File: src/rtl/drawing_pkg.sv
// Shared definitions for the drawing datapath: scheduler FSM encodings,
// visible screen size, requester slot indices and a pointer-width helper.
package drawing_pkg;

  typedef enum logic [1:0] {
    ST_IDLE  = 2'd0,
    ST_SWEEP = 2'd1,
    ST_DONE  = 2'd2
  } state_t;

  localparam int SCREEN_W   = 160;
  localparam int SCREEN_H   = 120;

  localparam int REQ_CURSOR = 0;
  localparam int REQ_BRUSH  = 1;
  localparam int REQ_CLEAR  = 2;

  // Bits needed to hold a requester index (at least one).
  function automatic int ptr_w(input int n);
    return (n > 1) ? $clog2(n) : 1;
  endfunction

endpackage

File: src/rtl/rr_arbiter.sv
// Combinational round-robin pick.
// Ports:
//   iReq  in  NREQ  request vector
//   iPtr  in  PW    highest-priority index for this pick
//   oSel  out NREQ  one-hot winner (first set bit from iPtr upward, wrapping)
//   oAny  out 1     any request present
module rr_arbiter #(
  parameter int NREQ = 3,
  parameter int PW   = drawing_pkg::ptr_w(NREQ)
) (
  input  logic [NREQ-1:0] iReq,
  input  logic [PW-1:0]   iPtr,
  output logic [NREQ-1:0] oSel,
  output logic            oAny
);

  logic found;
  int   idx;

  always_comb begin
    oSel  = '0;
    found = 1'b0;
    idx   = 0;
    for (int o = 0; o < NREQ; o++) begin
      // iPtr < 2^PW < 2*NREQ, so a single subtraction wraps the index
      idx = int'(iPtr) + o;
      if (idx >= NREQ) idx = idx - NREQ;
      if (!found && iReq[idx]) begin
        oSel[idx] = 1'b1;
        found     = 1'b1;
      end
    end
  end

  assign oAny = |iReq;

endmodule

File: src/rtl/pixel_write_scheduler.sv
// Shares the single VGA adapter write port between drawing requesters.
// Each requester posts a filled rectangle; the winner of a round-robin pick
// has its rectangle swept row-major, one pixel per clock, and gets a
// one-cycle done pulse at the end.
// Ports:
//   iClk, iResetn               clock, async active-low reset
//   iReq     in  NREQ           level request, held until oDone
//   iX0/iY0  in  packed         top-left corner per requester
//   iW/iH    in  packed         rectangle size (0 = empty job)
//   iColour  in  packed         fill colour
//   oGrant   out NREQ           one-hot owner of the port
//   oDone    out NREQ           one-cycle completion pulse
//   oX/oY/oColour/oPlot         adapter write interface
//   oBusy    out 1              FSM not idle
module pixel_write_scheduler #(
  parameter int NREQ     = 3,
  parameter int X_W      = 8,
  parameter int Y_W      = 7,
  parameter int COLOUR_W = 3,
  parameter int SCREEN_W = drawing_pkg::SCREEN_W,
  parameter int SCREEN_H = drawing_pkg::SCREEN_H
) (
  input  logic                     iClk,
  input  logic                     iResetn,
  input  logic [NREQ-1:0]          iReq,
  input  logic [NREQ*X_W-1:0]      iX0,
  input  logic [NREQ*Y_W-1:0]      iY0,
  input  logic [NREQ*X_W-1:0]      iW,
  input  logic [NREQ*Y_W-1:0]      iH,
  input  logic [NREQ*COLOUR_W-1:0] iColour,
  output logic [NREQ-1:0]          oGrant,
  output logic [NREQ-1:0]          oDone,
  output logic [X_W-1:0]           oX,
  output logic [Y_W-1:0]           oY,
  output logic [COLOUR_W-1:0]      oColour,
  output logic                     oPlot,
  output logic                     oBusy
);
  import drawing_pkg::*;

  localparam int             PW       = ptr_w(NREQ);
  localparam logic [PW-1:0]  LAST_IDX = PW'(NREQ-1);
  // Clip limits one bit wider than the coordinates so x0+cx never wraps
  localparam logic [X_W:0]   XLIM     = (X_W+1)'(SCREEN_W);
  localparam logic [Y_W:0]   YLIM     = (Y_W+1)'(SCREEN_H);

  state_t                state;
  logic [PW-1:0]         ptr, own;
  logic [X_W-1:0]        x0_q, w_q, cx;
  logic [Y_W-1:0]        y0_q, h_q, cy;
  logic [COLOUR_W-1:0]   col_q;

  // ---------------- arbitration ----------------
  logic [NREQ-1:0] sel;
  logic            any;

  rr_arbiter #(.NREQ(NREQ), .PW(PW)) u_arb (
    .iReq (iReq),
    .iPtr (ptr),
    .oSel (sel),
    .oAny (any)
  );

  // Operands of the selected requester
  logic [PW-1:0]       s_idx;
  logic [X_W-1:0]      s_x0, s_w;
  logic [Y_W-1:0]      s_y0, s_h;
  logic [COLOUR_W-1:0] s_col;
  logic                s_empty, s_on;

  always_comb begin
    s_idx = '0;
    s_x0  = '0;
    s_y0  = '0;
    s_w   = '0;
    s_h   = '0;
    s_col = '0;
    for (int i = 0; i < NREQ; i++) begin
      if (sel[i]) begin
        s_idx = PW'(i);
        s_x0  = iX0[i*X_W +: X_W];
        s_y0  = iY0[i*Y_W +: Y_W];
        s_w   = iW[i*X_W +: X_W];
        s_h   = iH[i*Y_W +: Y_W];
        s_col = iColour[i*COLOUR_W +: COLOUR_W];
      end
    end
    s_empty = (s_w == '0) || (s_h == '0);
    s_on    = ({1'b0, s_x0} < XLIM) && ({1'b0, s_y0} < YLIM);
  end

  // ---------------- sweep stepping ----------------
  // cx/cy index the pixel currently on the outputs; the next pixel is
  // computed here so the output registers always hold a whole pixel.
  logic           last_x, last_y;
  logic [X_W-1:0] nxt_cx;
  logic [Y_W-1:0] nxt_cy;
  logic [X_W:0]   sum_x;
  logic [Y_W:0]   sum_y;
  logic           n_on;
  logic [PW-1:0]  nxt_ptr;

  always_comb begin
    last_x  = (cx == w_q - 1'b1);
    last_y  = (cy == h_q - 1'b1);
    nxt_cx  = last_x ? '0 : cx + 1'b1;
    nxt_cy  = last_x ? cy + 1'b1 : cy;
    sum_x   = {1'b0, x0_q} + {1'b0, nxt_cx};
    sum_y   = {1'b0, y0_q} + {1'b0, nxt_cy};
    n_on    = (sum_x < XLIM) && (sum_y < YLIM);
    nxt_ptr = (own == LAST_IDX) ? '0 : own + 1'b1;
  end

  // ---------------- FSM and output registers ----------------
  always_ff @(posedge iClk or negedge iResetn) begin
    if (!iResetn) begin
      state   <= ST_IDLE;
      ptr     <= '0;
      own     <= '0;
      x0_q    <= '0;
      y0_q    <= '0;
      w_q     <= '0;
      h_q     <= '0;
      col_q   <= '0;
      cx      <= '0;
      cy      <= '0;
      oGrant  <= '0;
      oDone   <= '0;
      oX      <= '0;
      oY      <= '0;
      oColour <= '0;
      oPlot   <= 1'b0;
      oBusy   <= 1'b0;
    end else begin
      case (state)
        ST_IDLE: begin
          oPlot <= 1'b0;
          if (any) begin
            own     <= s_idx;
            x0_q    <= s_x0;
            y0_q    <= s_y0;
            w_q     <= s_w;
            h_q     <= s_h;
            col_q   <= s_col;
            cx      <= '0;
            cy      <= '0;
            oGrant  <= sel;
            oBusy   <= 1'b1;
            // First pixel goes out on the same edge as the grant
            oX      <= s_x0;
            oY      <= s_y0;
            oColour <= s_col;
            if (s_empty) begin
              state <= ST_DONE;
            end else begin
              state <= ST_SWEEP;
              oPlot <= s_on;
            end
          end
        end

        ST_SWEEP: begin
          if (last_x && last_y) begin
            oPlot  <= 1'b0;
            oDone  <= oGrant;
            oGrant <= '0;
            ptr    <= nxt_ptr;
            state  <= ST_DONE;
          end else begin
            cx    <= nxt_cx;
            cy    <= nxt_cy;
            oX    <= sum_x[X_W-1:0];
            oY    <= sum_y[Y_W-1:0];
            oPlot <= n_on;
          end
        end

        ST_DONE: begin
          oPlot <= 1'b0;
          // An empty job arrives here with the grant still up: spend one
          // cycle issuing the pulse, then leave on the following edge.
          if (oDone != '0) begin
            oDone <= '0;
            oBusy <= 1'b0;
            state <= ST_IDLE;
          end else begin
            oDone  <= oGrant;
            oGrant <= '0;
            ptr    <= nxt_ptr;
          end
        end

        default: begin
          state  <= ST_IDLE;
          oGrant <= '0;
          oDone  <= '0;
          oPlot  <= 1'b0;
          oBusy  <= 1'b0;
        end
      endcase
    end
  end

endmodule

File: config.mk
export PLATFORM = sky130hd
export DESIGN_NAME = pixel_write_scheduler
export DESIGN_NICKNAME = d
export VERILOG_FILES = /design/src/rtl/drawing_pkg.sv /design/src/rtl/rr_arbiter.sv /design/src/rtl/pixel_write_scheduler.sv
export SDC_FILE = /design/constraint.sdc
export NUM_CORES = 1
export LEC_CHECK = 0
export BUFFER_PORTS_ARGS = -buffer_cell sky130_fd_sc_hd__buf_2
export CAP_MARGIN = 20
export CORE_MARGIN = 4
export CORE_UTILIZATION = 35
export CTS_CLUSTER_SIZE = 12
export DETAILED_ROUTE_END_ITERATION = 16
export HOLD_SLACK_MARGIN = 0.02
export MAX_ROUTING_LAYER = met4
export PLACE_DENSITY = 0.55
export SYNTH_ARGS = -nofsm -noshare
export SYNTH_HDL_FRONTEND = slang
export SYNTH_SLANG_ARGS = --single-unit
File: constraint.sdc
create_clock -name iClk -period 7.4 [get_ports iClk]
set_input_delay 0.37 -clock iClk [delete_from_list [all_inputs] [get_ports iClk]]
set_output_delay 0.37 -clock iClk [all_outputs]
set_load 0.005 [all_outputs]
==> results of run 1 <==
[per-layer routing]
layer,wire length (um),vias to the layer above,track usage,part of all wire
li1,-,2464,-,-
met3,759,12,0.0280,0.048
met1,7660,2384,0.273,0.49
met4,182,0,0.0472,0.012
met2,7090,143,0.295,0.45
met5,0,-,-,0
[registers in the layout, indices dropped and copies added, names as in the netlist, 2 cells and up]
signal and cells:
state 2, oY 7, cy 7, oX 8, y0_q 7, cx 8
ptr 2, w_q 8, own 2, x0_q 8, oColour 3, oDone 3
oGrant 3, h_q 7
[final timing paths]
check	slack (ps)	end	from	depth (start not counted)
setup / recovery	3030	oPlot	w_q[0]	18
hold / removal	340	oColour[2]	iColour[8]	3
setup reg to reg	3030	oPlot	w_q[0]	18
hold reg to reg	470	oX[3]	oX[3]	2
max in group asynchronous	6310	oGrant[1]	iResetn	3
min in group asynchronous	500	w_q[4]	iResetn	2
[Yosys cell counts, types with 6 or more instances]
cell type  number  area, sq um
nand2_1        87          327
o21ai_0        87          435
dfrtp_1        77         1930
nor2_1         44          165
clkbuf_1       34          128
ha_1           28          350
xnor2_1        28          245
a221o_1        26          260
a21oi_1        25          125
inv_1          14         52.6
xor2_1         13          114
nand3_1        10         50.1
nor2b_1        10         62.6
o31ai_1        10         75.1
a221oi_1        9         78.8
a22o_1          8         70.1
nor3_1          8         40.0
a21o_1          7         52.6
nand4_1         7         43.8
o22ai_1         6         37.5
[critical path, cell delays in order, from the launching register on]
cell      delay, ps
dfrtp_1         450
inv_1            70
ha_1            300
nor4_1          210
a32o_1          160
a22oi_1          80
o22ai_1         180
and2_1          630
mux2i_1         420
inv_1            80
ha_1            270
a21o_1          170
a21oi_1         210
o21ai_0         180
a21o_1          210
a211oi_1        230
nand3_1         100
a41oi_1         170
a22o_1          160
[stage by stage]
| stage | setup slack [ps] | hold slack, ps | cells | utilization | power, mW |
|---|---|---|---|---|---|
| after global placement | 3270 | 464 | 893 | 0.415 | 0.519 |
| after global routing | 2620 | 359 | 911 | 0.442 | 1.08 |
| after CTS | 3070 | 246 | 909 | 0.440 | 1.05 |
| after floorplan | 3540 | 74.4 | 613 | - | 0.469 |
| final | 3030 | 343 | 911 | 0.442 | 1.04 |
| after detailed placement | 3100 | 466 | 893 | 0.415 | 0.520 |
[cells by family (layout without fill, tap and decap cells)]
family / Yosys count / in the layout / share of synthesized area
multiplexers: 9 / 9 / 0.0180
flip-flops: 77 / 77 / 0.365
buffers and inverters: 56 / 170 / 0.0440
adder cells (fa/ha/maj): 30 / 30 / 0.0739
AND/OR/NAND/NOR: 196 / 196 / 0.172
AO/OA/AOI/OAI: 204 / 204 / 0.259
XOR/XNOR: 41 / 41 / 0.0680
[report_power, final]
part	internal [mW]	total, mW	leakage, nW	switching, mW
Combinational	0.0420	0.0927	1.82	0.0507
Sequential	0.421	0.421	1.04	0
Clock	0.357	0.529	0.176	0.171
[area by class of cell]
cell class	count	area share
inverter	15	0.00870
clock inverter	3	0.0139
sequential	77	0.298
multi-input combinational	480	0.487
timing repair buffer	139	0.115
clock buffer	13	0.0417
tap	184	0.0356
[what timing repair did]
item | CTS | global route
setup endpoints to repair | 0 | 0
endpoints found under the hold margin | 0 | 25
hold buffers | 0 | 1
==> qor.csv, run 1 <==
metric;value;unit
viasPerCell;5.49;
finalCriticalPeriod;4370;ps
crit_path_max_fanout;20;
grt_start_max_net_pins;78;
min_period_over_period;0.591;
numCtsBuffers;9;
final_max_slew_viol_count;0;
synthArstFlopShare;1.00;
drive_gt1_frac;0.224;
worst_pin_slew;730;ps
pin_count;130;
max_freq;229;MHz
routabilityCongestion;0.867;
start_util;0.361;
powerDensity;161;mW/mm^2
port_buffers;129;
die_h;131;um
seqCellArea;0.00193;sq mm
cts_root_buf;clkbuf_16;
drt_wl_total;15700;um
postSynthAreaPerCell;8.62;sq um
clkSinkCount;77;
rsz0062_at_grt;no;
end_kind;flip-flop;
drc;0;
outcome;finished, final reports clean;
crit_arrival;4640;ps
placedInstanceArea;0.00608;sq mm
fp-row-count;44;
grt_pass1_wl;25100;um
die_w;131;um
crit_type;flip-flop to flip-flop;
synth_cells;613;
final_cell_mix;128 x buf_2, 87 x nand2_1, 87 x o21ai_0;
drt_iter0_drc;320;
peakVddDrop;0.105;mV
dr.pass1.iters;5;
syn_nets;747;
wl_per_cell;17.2;um
synth_edf_count;0;
ys_seq_area_frac;0.365;
maxCapViolCount;0;
die_area;0.0171;sq mm
core;0.0146;sq mm
cts_tree;done;
cts_setup_buffers;0;
crit_required;7670;ps
yosysUniqueCellTypes;57;
setup_viol;0;
clock_skew;5.41;ps
insertion_delay;340;ps
antenna_found_initial;0;
clock_path_buffers;2;
ys.flop_type;dfrtp_1;
crit_path_start_kind;flip-flop;
ys_ff_latch;77;
post-route-cell-area;0.00647;sq mm
dp_hpwl;11900;um
ys_warn_count;0;
htree_levels;3;
min_path_type;primary input to flip-flop;
syn2layout_area_growth;22.5;%
multiInputGateArea;0.00316;sq mm
fin_nets;856;
final_common_cell;buf_2;
num_vias;5003;
slew_headroom;0.513;
ant_nets;0;
fillCellCount;1437;
netlist_area;0.00528;sq mm
grt-ovfl-total;0;
finalHoldViolations;0;
p_leak;3.04;nW
setup_tns;0;ps
diodes;0;
grt.total_usage;0.193;
grt_pass1_vias;4830;
clkTransAtPathRegs;60;ps
post_cts_resized;0;
No activity file was read; power rests on OpenSTA's default activity.
==> inputs of run 2 (changes only) <==
==> constraint.sdc (replaced) <==
create_clock -name iClk -period 4.45 [get_ports iClk]
set_input_delay 0.2225 -clock iClk [delete_from_list [all_inputs] [get_ports iClk]]
set_output_delay 0.2225 -clock iClk [all_outputs]
set_load 0.005 [all_outputs]
==> run 2 against run 1 <==
Against the previous run: wire length increased by 0.17%; global-route usage fell by 0.064 points; design area fell by 0.46%; critical endpoint unchanged.
==> qor.csv, run 2 (synthesis gave the netlist of run 1 again) <==
metric;value;unit;change
total_power;1.61;mW;+54%
peakVddDrop;0.157;mV;+49%
fp-row-count;44;;unchanged
clkPwrFrac;0.467;;-0.040
crit_type;flip-flop to flip-flop;;
clock_path_buffers;2;;unchanged
crit_arrival;4360;ps;-280 ps
clkSinkCount;77;;unchanged
clkTransAtPathRegs;60;ps;about the same
switchingPower;379;uW;+71%
worst_pin_slew;700;ps;-30.4 ps
grt.total_usage;0.193;;-0.000635
final_util;0.440;;-0.00205
max_freq;242;MHz;+5.8%
numCtsBuffers;9;;unchanged
cp_cell_sequence;inv_1 -> ha_1 -> nor4_1 -> a32o_1 -> a22oi_1 -> o22ai_1 -> and2_1 -> buf_4 -> xor2_1 -> ha_1 -> inv_1 -> fa_1 -> nor2b_1 -> o21ai_0 -> nand2b_1 -> a21o_1 -> a21oi_1 -> xnor2_1 -> a41oi_1 -> a22o_1;;
dr.pass1.iters;5;;unchanged
post_cts_resized;0;;unchanged
drc;0;;unchanged
comb_power_share;0.097;;+0.008
clock_skew;4.85;ps;-0.557 ps
finalCriticalPeriod;4130;ps;-240 ps
final_common_cell;buf_2;;
die_h;131;um;unchanged
antenna_found_initial;0;;unchanged
setup_viol;0;;unchanged
fillCellCount;1463;;+1.8%
end_kind;flip-flop;;
slowest_delay;450;ps;-180 ps
cts_root_buf;clkbuf_16;;
rsz0062_at_grt;no;;
insertion_delay;340;ps;about the same
crit_path_start_kind;flip-flop;;
die_area;0.0171;sq mm;unchanged
crit_required;4680;ps;-2990 ps
routabilityCongestion;0.872;;+0.61%
switching_share;0.235;;+0.0224
p_leak;3.03;nW;-0.20%
syn2layout_area_growth;22.0;%;
wl_per_cell;17.2;um;-0.27%
powerDensity;250;mW/mm^2;+55%
finalHoldViolations;0;;unchanged
critPathSlowestCell;dfrtp_1;;
slew_headroom;0.532;;+0.0191
grt-ovfl-total;0;;unchanged
fin_nets;861;;+0.58%
htree_levels;3;;unchanged
grt_pass1_wl;25000;um;-0.60%
min_path_type;primary input to flip-flop;;
intPower;1.23;mW;+50%
core;0.0146;sq mm;unchanged
diodes;0;;unchanged
grt_start_max_net_pins;78;;unchanged
final_max_slew_viol_count;0;;unchanged
final_cell_mix;128 x buf_2, 87 x nand2_1, 87 x o21ai_0;;
drt_iter0_drc;349;;+9.1%
grt_pass1_vias;4854;;+0.50%
ant_nets;0;;unchanged
viasPerCell;5.51;;+0.36%
seqPwrFrac;0.435;;+0.031
num_vias;5043;;+0.80%
drive_gt1_frac;0.230;;+0.00561
outcome;finished, final reports clean;;
min_period_over_period;0.928;;+0.338
dp_hpwl;12000;um;+1.4%
die_w;131;um;unchanged
setup_tns;0;ps;unchanged
cts_tree;done;;
maxCapViolCount;0;;unchanged
pin_count;130;;unchanged
start_util;0.361;;unchanged
drt_wl_total;15700;um;+0.17%
port_buffers;129;;unchanged
crit_path_max_fanout;11;;-45%
==> run 2: final timing paths <==
path,cells after the start,endpoint,slack (ps),start
worst max-delay path,20,oPlot,320,w_q[0]
worst min-delay path,3,oColour[0],200,iColour[6]
max in group asynchronous,3,x0_q[6],3440,iResetn
worst min register to register,2,oY[1],480,oY[1]
min in group asynchronous,2,w_q[4],410,iResetn
worst max register to register,20,oPlot,320,w_q[0]
==> run 2: layer usage <==
| metal | part of all wire | track usage | up-vias |
|---|---|---|---|
| li1 | - | - | 2469 |
| met1 | 0.48 | 0.266 | 2387 |
| met2 | 0.45 | 0.294 | 172 |
| met3 | 0.057 | 0.0341 | 15 |
| met4 | 0.012 | 0.0520 | 0 |
| met5 | 0 | - | - |
==> run 2: layout make-up <==
class,instances,area [sq um],share of cell area
inverters,15,56.3,0.00874
clock inverters,4,47.5,0.00738
flip-flops and latches,77,1930,0.299
repair buffers,144,776,0.120
clock buffers,11,253,0.0392
well taps,184,230,0.0357
multi-input cells,480,3160,0.490
==> run 2: power by group through the flow <==
stage          clock network [mW]  logic [mW]  registers [mW]
3_3_place_gp                    0       0.152           0.713
6_report                    0.752       0.157           0.700
3_5_place_dp                    0       0.155           0.713
4_1_cts                     0.772       0.155           0.700
2_1_floorplan                   0      0.0666           0.713
5_1_grt                     0.806       0.174           0.700
==> run 2: stage by stage <==
step                hold WS, ps  instance area (sq um)  cells  setup slack, ps
detailed placement          468                   6110    898              399
floorplan                 -73.1                   5280    613              586
global placement            461                   6110    898              558
finish                      203                   6440    915              320
global route                250                   6440    915             36.5
CTS                         101                   6410    913              369
==> run 2: repair_timing <==
item,CTS,global route
setup buffers,0,0
hold buffers,0,1
hold endpoints to repair,0,37
==> run 2: critical path: cells and delay by family (launching register included) <==
family / cells / cell delay (ps)
xor gates and xnor gates: 2 / 470
and+or+nand+nor: 4 / 730
adders and majority gates: 3 / 940
AOI/OAI and AO/OA: 8 / 1090
DFF: 1 / 450
buffers and inverters: 3 / 330
